## src/rtl/keypad_pkg.sv

```systemverilog
// keypad_pkg
// Shared definitions for the keypad entry block: special key codes, the
// debounce FSM state type and default parameter values.
// Optional feature macro used by keypad_entry: KEYPAD_ENTRY_SYNC_EN.
package keypad_pkg;

    localparam logic [3:0] KEY_STAR = 4'hA;  // clears the entry buffer
    localparam logic [3:0] KEY_HASH = 4'hB;  // submits the entered code

    localparam int DEFAULT_DB_CYCLES = 16;
    localparam int DEFAULT_NDIGITS   = 4;

    typedef enum logic [1:0] {
        IDLE       = 2'd0,
        PRESS_DB   = 2'd1,
        PRESSED    = 2'd2,
        RELEASE_DB = 2'd3
    } dbState_e;

endpackage

```

## src/rtl/keypad_debounce.sv

```systemverilog
// keypad_debounce
// Debounces the decoded keypad inputs and issues exactly one press event per
// accepted key press. Releases are debounced too, so a short dropout while a
// key is held does not produce a second press.
// Parameters:
//   DB_CYCLES  consecutive stable cycles to accept a press or release (>= 2)
// Ports:
//   clk        clock, rising edge
//   reset_n    asynchronous active-low reset
//   keyValue   4-bit key code from the decoder
//   keyValid   high while exactly one key is decoded
//   press_evt  one-cycle pulse, registered, when a press is accepted
//   press_val  key code belonging to press_evt (latched at press start)
//   state      current debounce state, for observation
module keypad_debounce
    import keypad_pkg::*;
#(
    parameter int DB_CYCLES = DEFAULT_DB_CYCLES
) (
    input  logic       clk,
    input  logic       reset_n,
    input  logic [3:0] keyValue,
    input  logic       keyValid,
    output logic       press_evt,
    output logic [3:0] press_val,
    output dbState_e   state
);

    localparam int CNT_W = $clog2(DB_CYCLES);

    // The cycle that enters PRESS_DB / RELEASE_DB is the first stable cycle,
    // so the counter completing at DB_CYCLES-1 means DB_CYCLES stable cycles.
    localparam logic [CNT_W-1:0] CNT_LAST = CNT_W'(DB_CYCLES - 2);

    logic [CNT_W-1:0] cnt;
    logic             sameKey;

    assign sameKey = keyValid && (keyValue == press_val);

    always_ff @(posedge clk or negedge reset_n) begin
        if (!reset_n) begin
            state     <= IDLE;
            cnt       <= '0;
            press_val <= '0;
            press_evt <= 1'b0;
        end else begin
            press_evt <= 1'b0;
            case (state)
                IDLE: begin
                    if (keyValid) begin
                        state     <= PRESS_DB;
                        press_val <= keyValue;
                        cnt       <= '0;
                    end
                end
                PRESS_DB: begin
                    if (!sameKey) begin
                        state <= IDLE;
                    end else if (cnt == CNT_LAST) begin
                        state     <= PRESSED;
                        press_evt <= 1'b1;
                        cnt       <= cnt + CNT_W'(1);
                    end else begin
                        cnt <= cnt + CNT_W'(1);
                    end
                end
                PRESSED: begin
                    // Value changes while held are ignored; only a drop of
                    // keyValid starts the release check.
                    if (!keyValid) begin
                        state <= RELEASE_DB;
                        cnt   <= '0;
                    end
                end
                RELEASE_DB: begin
                    if (keyValid) begin
                        state <= PRESSED;
                    end else if (cnt == CNT_LAST) begin
                        state <= IDLE;
                    end else begin
                        cnt <= cnt + CNT_W'(1);
                    end
                end
                default: state <= IDLE;
            endcase
        end
    end

endmodule

```

## src/rtl/keypad_entry.sv

```systemverilog
// keypad_entry
// Collects debounced keypad presses into an NDIGITS-digit BCD code.
// Digits shift in at [3:0]; '#' submits a full code, '*' clears the entry.
// Optional macro KEYPAD_ENTRY_SYNC_EN adds a 2-flop synchronizer on the
// keypad inputs (press latency becomes DB_CYCLES+2 instead of DB_CYCLES).
// Parameters:
//   DB_CYCLES    debounce length in cycles (>= 2)
//   NDIGITS      digits per code (>= 2)
// Ports:
//   clk          clock, rising edge
//   reset_n      asynchronous active-low reset
//   key_value    decoder code: 0-9 digits, 4'hA '*', 4'hB '#', C-F unused
//   key_valid    high while exactly one key is decoded
//   code         entered digits, newest in [3:0]
//   digit_count  number of digits held
//   code_valid   complete code submitted; held until code_ack
//   code_ack     consumer acknowledge; accepted only while code_valid=1
//   overflow     sticky: a digit was pressed with the buffer full
//   entry_err    one-cycle pulse: '#' pressed with too few digits
//   dbgState     debounce FSM state, for observation
// Handshake: code_valid rises one cycle after an accepted '#'; the consumer
// samples code while code_valid=1 and raises code_ack; on the edge where
// code_ack=1 and code_valid=1 the buffer clears and code_valid drops.
module keypad_entry
    import keypad_pkg::*;
#(
    parameter int DB_CYCLES = DEFAULT_DB_CYCLES,
    parameter int NDIGITS   = DEFAULT_NDIGITS
) (
    input  logic                         clk,
    input  logic                         reset_n,
    input  logic [3:0]                   key_value,
    input  logic                         key_valid,
    output logic [4*NDIGITS-1:0]         code,
    output logic [$clog2(NDIGITS+1)-1:0] digit_count,
    output logic                         code_valid,
    input  logic                         code_ack,
    output logic                         overflow,
    output logic                         entry_err,
    output dbState_e                     dbgState
);

    localparam int CW = $clog2(NDIGITS + 1);
    localparam logic [CW-1:0] FULL = CW'(NDIGITS);

    logic [3:0] keyValueS;
    logic       keyValidS;
    logic       pressEvt;
    logic [3:0] pressVal;
    logic       ackTake;
    logic       isDigit;

`ifdef KEYPAD_ENTRY_SYNC_EN
    // The value bus may skew across the sync stages, but the debouncer only
    // accepts a value that is stable for DB_CYCLES, which masks the skew.
    logic [3:0] valueMeta;
    logic       validMeta;

    always_ff @(posedge clk or negedge reset_n) begin
        if (!reset_n) begin
            valueMeta <= '0;
            validMeta <= 1'b0;
            keyValueS <= '0;
            keyValidS <= 1'b0;
        end else begin
            valueMeta <= key_value;
            validMeta <= key_valid;
            keyValueS <= valueMeta;
            keyValidS <= validMeta;
        end
    end
`else
    assign keyValueS = key_value;
    assign keyValidS = key_valid;
`endif

    keypad_debounce #(
        .DB_CYCLES (DB_CYCLES)
    ) uDebounce (
        .clk       (clk),
        .reset_n   (reset_n),
        .keyValue  (keyValueS),
        .keyValid  (keyValidS),
        .press_evt (pressEvt),
        .press_val (pressVal),
        .state     (dbgState)
    );

    assign ackTake = code_ack && code_valid;
    assign isDigit = (pressVal <= 4'd9);

    always_ff @(posedge clk or negedge reset_n) begin
        if (!reset_n) begin
            code        <= '0;
            digit_count <= '0;
            code_valid  <= 1'b0;
            overflow    <= 1'b0;
            entry_err   <= 1'b0;
        end else begin
            entry_err <= 1'b0;
            // An accepted acknowledge wins; a press in the same cycle is dropped.
            if (ackTake) begin
                code        <= '0;
                digit_count <= '0;
                code_valid  <= 1'b0;
                overflow    <= 1'b0;
            end else if (pressEvt) begin
                if (isDigit) begin
                    if (!code_valid) begin
                        if (digit_count != FULL) begin
                            code        <= {code[4*NDIGITS-5:0], pressVal};
                            digit_count <= digit_count + CW'(1);
                        end else begin
                            overflow <= 1'b1;
                        end
                    end
                end else if (pressVal == KEY_STAR) begin
                    code        <= '0;
                    digit_count <= '0;
                    code_valid  <= 1'b0;
                    overflow    <= 1'b0;
                end else if (pressVal == KEY_HASH) begin
                    if (!code_valid) begin
                        if (digit_count == FULL) begin
                            code_valid <= 1'b1;
                        end else begin
                            entry_err <= 1'b1;
                        end
                    end
                end
                // Codes C-F: debounced but otherwise ignored.
            end
        end
    end

endmodule

```

## config.mk

```make
export PLATFORM = sky130hd
export DESIGN_NAME = keypad_entry
export DESIGN_NICKNAME = d
export VERILOG_FILES = /design/src/rtl/keypad_pkg.sv /design/src/rtl/keypad_debounce.sv /design/src/rtl/keypad_entry.sv
export SDC_FILE = /design/constraint.sdc
export NUM_CORES = 1
export LEC_CHECK = 0
export CORE_ASPECT_RATIO = 0.75
export CORE_MARGIN = 4
export CORE_UTILIZATION = 56
export DETAILED_ROUTE_END_ITERATION = 16
export PLACE_DENSITY = 0.81
export SLEW_MARGIN = 40
export SYNTH_ARGS = -nofsm -noshare
export SYNTH_HDL_FRONTEND = slang
export SYNTH_HIERARCHICAL = 1
export SYNTH_SLANG_ARGS = --single-unit
export TNS_END_PERCENT = 100
```

## constraint.sdc

```tcl
create_clock -name clk -period 3.8 [get_ports clk]
set_clock_uncertainty 0.05 [all_clocks]
set_input_delay 0.76 -clock clk [delete_from_list [all_inputs] [get_ports clk]]
set_output_delay 0.76 -clock clk [all_outputs]
set_load 0.05 [all_outputs]
```

## Word-level counts from Yosys, hierarchy flattened

Cells that the tools add are included.

| cells by class | value |
|---|---|
| add/sub/neg operators | 2 |
| $lt $le $gt $ge | 1 |
| eq/ne operators | 20 |
| multiplexer cells | 48 |
| reductions and logical operators | 12 |

Operators with widths:

| cell | number |
|---|---|
| two-way mux 16 bit | 6 |
| two-way mux 1 bit | 23 |
| two-way mux 4 bit | 5 |
| two-way mux 3 bit | 6 |
| case mux 4 bit (4 select lines) | 1 |
| == test 4 bit (second input constant) | 3 |
| two-way mux 2 bit | 6 |
| != test 3 bit (second input constant) | 4 |
| AND reduction 4 bit | 3 |
| != test 2 bit (second input constant) | 5 |
| case mux 2 bit (4 select lines) | 1 |
| != test 3 x 2 -> 1 bit (second input constant) | 2 |
| nonzero test 3 bit | 2 |
| AND reduction 5 bit | 1 |
| adder 4 x 1 -> 4 bit (second input constant) | 1 |
| == test 2 bit (second input constant) | 2 |
| == test 4 bit | 1 |
| <= comparator 4 bit (second input constant) | 1 |
| adder 3 x 1 -> 3 bit (second input constant) | 1 |
| == test 3 bit (second input constant) | 1 |
| AND reduction 3 bit | 1 |
| == test 2 x 1 -> 1 bit (second input constant) | 1 |
| logical AND 1 bit | 2 |
| logical NOT 2 bit | 1 |
| other kinds (3) | 3 |

| storage, ports and cells | value |
|---|---|
| register bits after elaboration | 33 |
| output and inout port bits | 24 |
| logic and storage cells | 92 |

## Depth between registers and ports, before layout

Gate-level depths: netlist (run 1).

| logic depth | value |
|---|---|
| depth after elaboration | 8 |
| depth in mapped cells | 6 |
| gate-level depth less buffers | 6 |

## Modules after synthesis

The synthesis (run 1) kept the hierarchy.

By module, submodules not included:

| module | times used | cells an instance | area an instance (sq um) | seq. area each (sq um) |
|---|---|---|---|---|
| keypad_entry | 1 | 120 | 1267.5 | 550.5 |
| keypad_debounce | 1 | 50 | 593.1 | 275.3 |

## Worst setup path before layout (run 1)

No wires, ideal clock.

| path | value |
|---|---|
| path kind | reg-to-reg |
| start point | register digit_count[0] |
| end point | register code[10] |
| setup time | 0.130 ns |
| arrival | 1.815 ns |
| data required time | 3.620 ns |
| path slack | 1.805 ns |
| cell stages (with the launch flop) | 7 |
| path buffers | 1 |
| period minus slack after synthesis | 1.995 ns |
| cell sequence | dfrtp_1 inv_1 ha_1 a21o_1 o211ai_4 buf_6 o221ai_2 |

| on the way | value |
|---|---|
| longest elaborated chain between the ends | 3 |

RTL lines:

| what | RTL line | RTL |
|---|---|---|
| from (decl) | keypad_entry.sv:35 | `output logic [$clog2(NDIGITS+1)-1:0] digit_count,` |
| from (signal assigned) | keypad_entry.sv:112 | `digit_count <= digit_count + CW'(1);` |
| != test 3 bit | keypad_entry.sv:110 | `if (digit_count != FULL) begin` |
| != test 3 x 2 -> 1 bit (no line) | -- |  |
| AND reduction 4 bit (no line) | -- |  |
| to (signal assigned) | keypad_entry.sv:111 | `code <= {code[4*NDIGITS-5:0], pressVal};` |
| to (decl) | keypad_entry.sv:34 | `output logic [4*NDIGITS-1:0] code,` |

Every way passes these cells.
A chain may end at the register's enable or synchronous reset.

## Final worst setup path (run 1)

| path | value |
|---|---|
| start point | register uDebounce.state[0] |
| end point | output port dbgState[0] |

RTL lines:

| what | RTL line | RTL |
|---|---|---|
| from (decl) | keypad_debounce.sv:26 | `output dbState_e state` |
| from (signal assigned) | keypad_debounce.sv:42 | `state <= IDLE;` |
| from (signal assigned) | keypad_debounce.sv:51 | `state <= PRESS_DB;` |
| from (signal assigned) | keypad_debounce.sv:58 | `state <= IDLE;` |
| to (decl) | keypad_entry.sv:40 | `output dbState_e dbgState` |

No word-level cell between the ends.

==> flow_summary.yaml, run 1 <==
global_routing:
  grt_use_total: 0.211
  grt_first_pass_wirelength_mm: 6.94
  grt-ovfl-total: 0
  antenna_found_initial: 0
  grt_max_degree: 34
  grt_pass1_vias: 1469
synthesis:
  synth_ff_type: "dfrtp_1"
  ys_warn_count: 6
  ys_seq_elements: 33
  seq_area_frac_synth: 0.444
  synth_enable_flop_cells: 0
  syn_area_per_cell_um2: 10.9
  synthCells: 170
  synthesis.area_um2: 1860
  synth.distinct_cells: 45
  synth_nets: 182
  async_flop_share: 1.00
outcome:
  status: "completed"
critical_path:
  cp.arrival_ns: 1.68
  crit_path_start_kind: "flip-flop"
  max_stage_delay_ns: 0.87
  crit_path_max_fanout: 8
  crit_chain: "clkdlybuf4s50_1"
  cp_top_family: "buffers and inverters"
  path_class: "reg -> out"
  critPathCaptureType: "output pin"
  worstPathRequired_ns: 2.99
  worst-path-buf-inv: 1
  slowest_stage: "clkdlybuf4s50_1"
clock_network:
  cts.htree.levels: 2
  cts_hold_buf: 0
  cts_tree: "yes"
  clkLatencyLatePin_ns: 0.29
  cts_buffer_depth: 2
  clock_sinks: 33
  post_cts_resized: 0
  cts_root_buf: "clkbuf_8"
  cts_setup_buffers: 0
  clkTransAtPathRegs_ns: 0.07
  numCtsBuffers: 5
drt:
  viasPerCell: 6.09
  wl_met2_mm: 1.93
  met1_length_mm: 1.85
  dr_wl_met3_um: 215
  drt_iter0_markers: 112
  post-route-drc-count: 0
  wl_mm: 4.06
  top_layer_used: "met4"
  routedWlPerCell_um: 16.8
  antenna_left: 0
  vias: 1467
  firstDrtPassIters: 4
floorplanning:
  row_count: 17
  fp.dieH_um: 57.9
  fp.dieW_um: 74.6
  die-area_um2: 4320
  coreArea_um2: 3060
  io_pins: 32
  start_util: 0.607
sta:
  timing.setup.tns_ns: 0
  rsz0062_at_grt: "false"
  fin_crit_sh: 0.656
  tightest_slew_ns: 0.704
  fmax_mhz: 401
  final_max_slew_viol_count: 0
  setup_viol: 0
  whs_ns: 0.489
  min_period_ns: 2.49
  hold_violations: 0
  slew_headroom: 0.531
final_layout:
  final_common_cell: "dfrtp_1"
  area_growth_pct: 21.3
  nets: 214
  final_layout_size_suffix_gt1_frac: 0.177
  n_fill_cell: 220
  layout_common_cells: "33 x dfrtp_1, 31 x clkdlybuf4s50_1, 25 x inv_1"
  insertedDiodeCount: 0
power:
  power.density_nw_per_um2: 353
  power.leakage_nw: 0.989
  peakVddDrop_uv: 253
worst_hold_path:
  hold_path.class: "reg -> reg"
placement:
  io_buffers: 31
  hpwl_mm: 2.85
  place_congestion: 0.803
job:
  cap_violations: 0
==> worst register-to-register path, cell delays in order, from the launching register on <==
cell,delay (ns)
dfrtp_1,0.38
inv_1,0.09
ha_1,0.28
a21o_1,0.24
o211ai_4,0.57
o221ai_1,0.25
==> Yosys cell counts (all sizes together) (3+ instances only) <==
library cell,number,share of area
nand4b,4,0.022
nand2,5,0.010
dfrtp,33,0.44
a21oi,4,0.013
ha,4,0.027
mux2,4,0.024
or3,3,0.010
xnor2,4,0.019
o211ai,11,0.063
a22oi,3,0.020
o221ai,14,0.086
buf,7,0.032
nand3,23,0.065
inv,26,0.052
==> flip-flops by register name (all words and copies together) (netlist names) <==
register	cells
uDebounce/cnt	4
uDebounce/press_val	4
overflow	1
entry_err	1
uDebounce/state	2
uDebounce/press_evt	1
code	16
digit_count	3
code_valid	1
==> kinds of logic (layout without fill, tap and decap cells) <==
family                     Yosys count  after routing  synth area share
AOI/OAI and AO/OA                   45             45             0.248
and+or+nand+nor                     44             44             0.139
DFF                                 33             33             0.444
buffers and inverters               33             66            0.0841
muxes                                6              6            0.0350
xor gates and xnor gates             5              5            0.0235
adders and majority gates            4              4            0.0269
==> through the flow <==
| step | total power [mW] | area (um2) | instances | utilization | worst slack [ns] |
|---|---|---|---|---|---|
| detailed placement | 0.545 | 2170 | 233 | 0.708 | 1.23 |
| floorplan | 0.510 | 1860 | 170 | - | 1.80 |
| global route | 0.842 | 2260 | 241 | 0.737 | 1.24 |
| global placement | 0.535 | 2170 | 233 | 0.708 | 1.32 |
| finish | 0.797 | 2260 | 241 | 0.737 | 1.31 |
| CTS | 0.803 | 2250 | 241 | 0.734 | 1.29 |
==> per-layer routing <==
metal,global-route usage,vias up
li1,-,692
met1,0.295,727
met2,0.309,42
met3,0.0728,6
met4,0.0660,0
met5,0,-
==> final timing paths <==
check | end | from | slack, ns | cells after the start
worst max-delay path | dbgState[0] | uDebounce/state[0] | 1.31 | 1
worst min-delay path | code[7] | code[7] | 0.49 | 2
worst max register to register | code[4] | digit_count[0] | 1.78 | 5
worst min register to register | code[7] | code[7] | 0.49 | 2
max in group asynchronous | code[15] | reset_n | 2.57 | 2
min in group asynchronous | uDebounce/press_val[3] | reset_n | 0.83 | 2
==> final cells by class <==
class,instances,area (um2),area share
clock buffers,6,72.6,0.0322
clock inverters,2,10.0,0.00443
inverters,26,97.6,0.0432
multi-input cells,104,886,0.392
flip-flops and latches,33,826,0.366
well taps,38,47.5,0.0211
repair buffers,32,318,0.141
==> report_power, final <==
group          leakage [nW]  internal [mW]  switching [mW]  total [mW]
clock                0.0450          0.127           0.129       0.256
sequential            0.359          0.370          0.0309       0.401
combinational         0.585         0.0585          0.0825       0.141
(Power assumes the default switching activity.)
==> run 2: changes to the inputs <==
--- a/config.mk
+++ b/config.mk
@@ -7,9 +7,9 @@
 export LEC_CHECK = 0
 export CORE_ASPECT_RATIO = 0.75
 export CORE_MARGIN = 4
-export CORE_UTILIZATION = 56
+export CORE_UTILIZATION = 52
 export DETAILED_ROUTE_END_ITERATION = 16
-export PLACE_DENSITY = 0.81
+export PLACE_DENSITY = 0.76
 export SLEW_MARGIN = 40
 export SYNTH_ARGS = -nofsm -noshare
 export SYNTH_HDL_FRONTEND = slang
==> constraint.sdc (replaced) <==
create_clock -name clk -period 2.4 [get_ports clk]
set_clock_uncertainty 0.05 [all_clocks]
set_input_delay 0.48 -clock clk [delete_from_list [all_inputs] [get_ports clk]]
set_output_delay 0.48 -clock clk [all_outputs]
set_load 0.05 [all_outputs]
==> run 2 against run 1 <==
Final area increased by 0.94%. Highest routed layer unchanged. Final cell count increased by 1.7%. Critical path depth unchanged. Sequential power increased by 58%. Register-to-register slack got worse by 1.3 ns. First-iteration DRC count decreased by 29%. Routed wire length decreased by 0.37%. Critical endpoint unchanged.
==> flow_summary.yaml, run 2 (synthesis gave the netlist of run 1 again) <==
global_routing:
  grt_max_degree: 34
  grt_use_total: 0.195
  antenna_found_initial: 0
  grt-ovfl-total: 0
  grt_pass1_vias: 1571
  grt_first_pass_wirelength_mm: 7.11
clock_network:
  clkTransAtPathRegs_ns: 0.06
  cts_buffer_depth: 2
  cts_setup_buffers: 0
  clkLatencyLatePin_ns: 0.28
  clock_sinks: 33
  post_cts_resized: 0
  numCtsBuffers: 5
  cts_hold_buf: 0
  cts.htree.levels: 2
  cts_root_buf: "clkbuf_8"
  cts_tree: "yes"
final_layout:
  reg.largest.list: "code (16), uDebounce/cnt (4), uDebounce/press_val (4)"
  final_common_cell: "dfrtp_1"
  largest_reg_flops: 16
  final_layout_size_suffix_gt1_frac: 0.185
  nets: 217
  regMostFlops: "code"
  layout_common_cells: "33 x dfrtp_1, 31 x clkdlybuf4s50_1, 25 x inv_1"
  insertedDiodeCount: 0
  area_growth_pct: 22.5
floorplanning:
  die-area_um2: 4610
  coreArea_um2: 3360
  fp.dieW_um: 77.1
  fp.dieH_um: 59.8
  io_pins: 32
  row_count: 18
  start_util: 0.554
sta:
  fmax_mhz: 453
  final_max_slew_viol_count: 0
  min_period_ns: 2.21
  slew_headroom: 0.661
  hold_violations: 0
  tightest_slew_ns: 0.506
  timing.setup.tns_ns: 0
  rsz0062_at_grt: "false"
  timing.final.ws_setup_ns: 0.194
  fin_crit_sh: 0.919
  whs_ns: 0.491
  setup_viol: 0
outcome:
  status: "completed"
critical_path:
  crit_path_max_fanout: 8
  r2r_cells: 5
  worstPathRequired_ns: 1.87
  path_class: "reg -> out"
  cp.arrival_ns: 1.68
  rr_startpoint: "digit_count[0]"
  crit_path_start_kind: "flip-flop"
  max_stage_delay_ns: 0.87
  worst-path-buf-inv: 1
  critPathCaptureType: "output pin"
  crit_chain: "clkdlybuf4s50_1"
  cp_top_family: "buffers and inverters"
  rr_endpoint: "code[8]"
  r2r_slack_ns: 0.52
  slowest_stage: "clkdlybuf4s50_1"
drt:
  antenna_left: 0
  firstDrtPassIters: 4
  vias: 1499
  wl_mm: 4.04
  post-route-drc-count: 0
  viasPerCell: 6.12
  routedWlPerCell_um: 16.5
  drt_iter0_markers: 79
placement:
  hpwl_mm: 2.88
  place_congestion: 0.815
  place_ws_ns: 0.399
  io_buffers: 31
job:
  cap_violations: 0
worst_hold_path:
  hp-start: "code[7]"
  whs_endpoint: "code[7]"
  whs_path_depth: 2
  hold_path.class: "reg -> reg"
power:
  p_int_mw: 0.911
  power.share.sequential: 0.497
  peakVddDrop_uv: 369
  sw_frac_of_total: 0.288
  power.leakage_nw: 0.998
  power.density_nw_per_um2: 561
  p_sw_mw: 0.368
  p_total_mw: 1.28
  p_comb_frac: 0.178
  power_frac_clock: 0.326
## run 2: cell count changes in the layout (fill, tap and decap cells not counted), sizes merged
cell    delta
clkbuf     +1
buf        +3
clkinv     -2
## run 2: how the worst max path moves through the flow
stage          depth (start not counted)          startpoint  slack, ns                endpoint
3_5_place_dp                           5           key_valid       0.40        uDebounce/cnt[0]
2_1_floorplan                          6      digit_count[0]       0.40                code[10]
4_1_cts                                1  uDebounce/state[0]       0.18             dbgState[0]
3_3_place_gp                           3           key_valid       0.46  uDebounce/press_val[2]
5_1_grt                                1  uDebounce/state[0]       0.14             dbgState[0]
6_report                               1  uDebounce/state[0]       0.19             dbgState[0]
## run 2: area by class of cell
cell class,instances,area [um2]
fillers,271,1080
repair buffers,35,340
clock buffers,7,86.3
inverters,26,97.6
flip-flops and latches,33,826
well taps,40,50.0
multi-input cells,104,878
## run 2: stage by stage
| step | instances | instance area (um2) | util |
|---|---|---|---|
| 2_1_floorplan | 170 | 1860 | - |
| 3_3_place_gp | 238 | 2190 | 0.653 |
| 3_5_place_dp | 238 | 2190 | 0.653 |
| 4_1_cts | 245 | 2280 | 0.679 |
| 5_1_grt | 245 | 2280 | 0.679 |
| 6_report | 245 | 2280 | 0.679 |
## run 2: routing by layer
layer  wire, um  up-vias  track usage
li1           -      698            -
met1       1850      752        0.256
met2       1970       44        0.330
met3        182        5       0.0437
met4         35        0       0.0558
met5          0        -            0
## run 2: power by group through the flow
stage               Sequential [mW]  Combinational, mW  Clock (mW)
finish                        0.635              0.227       0.416
global route                  0.641              0.252       0.449
CTS                           0.634              0.230       0.425
detailed placement            0.644              0.227           0
global placement              0.640              0.217           0
floorplan                     0.636              0.170           0
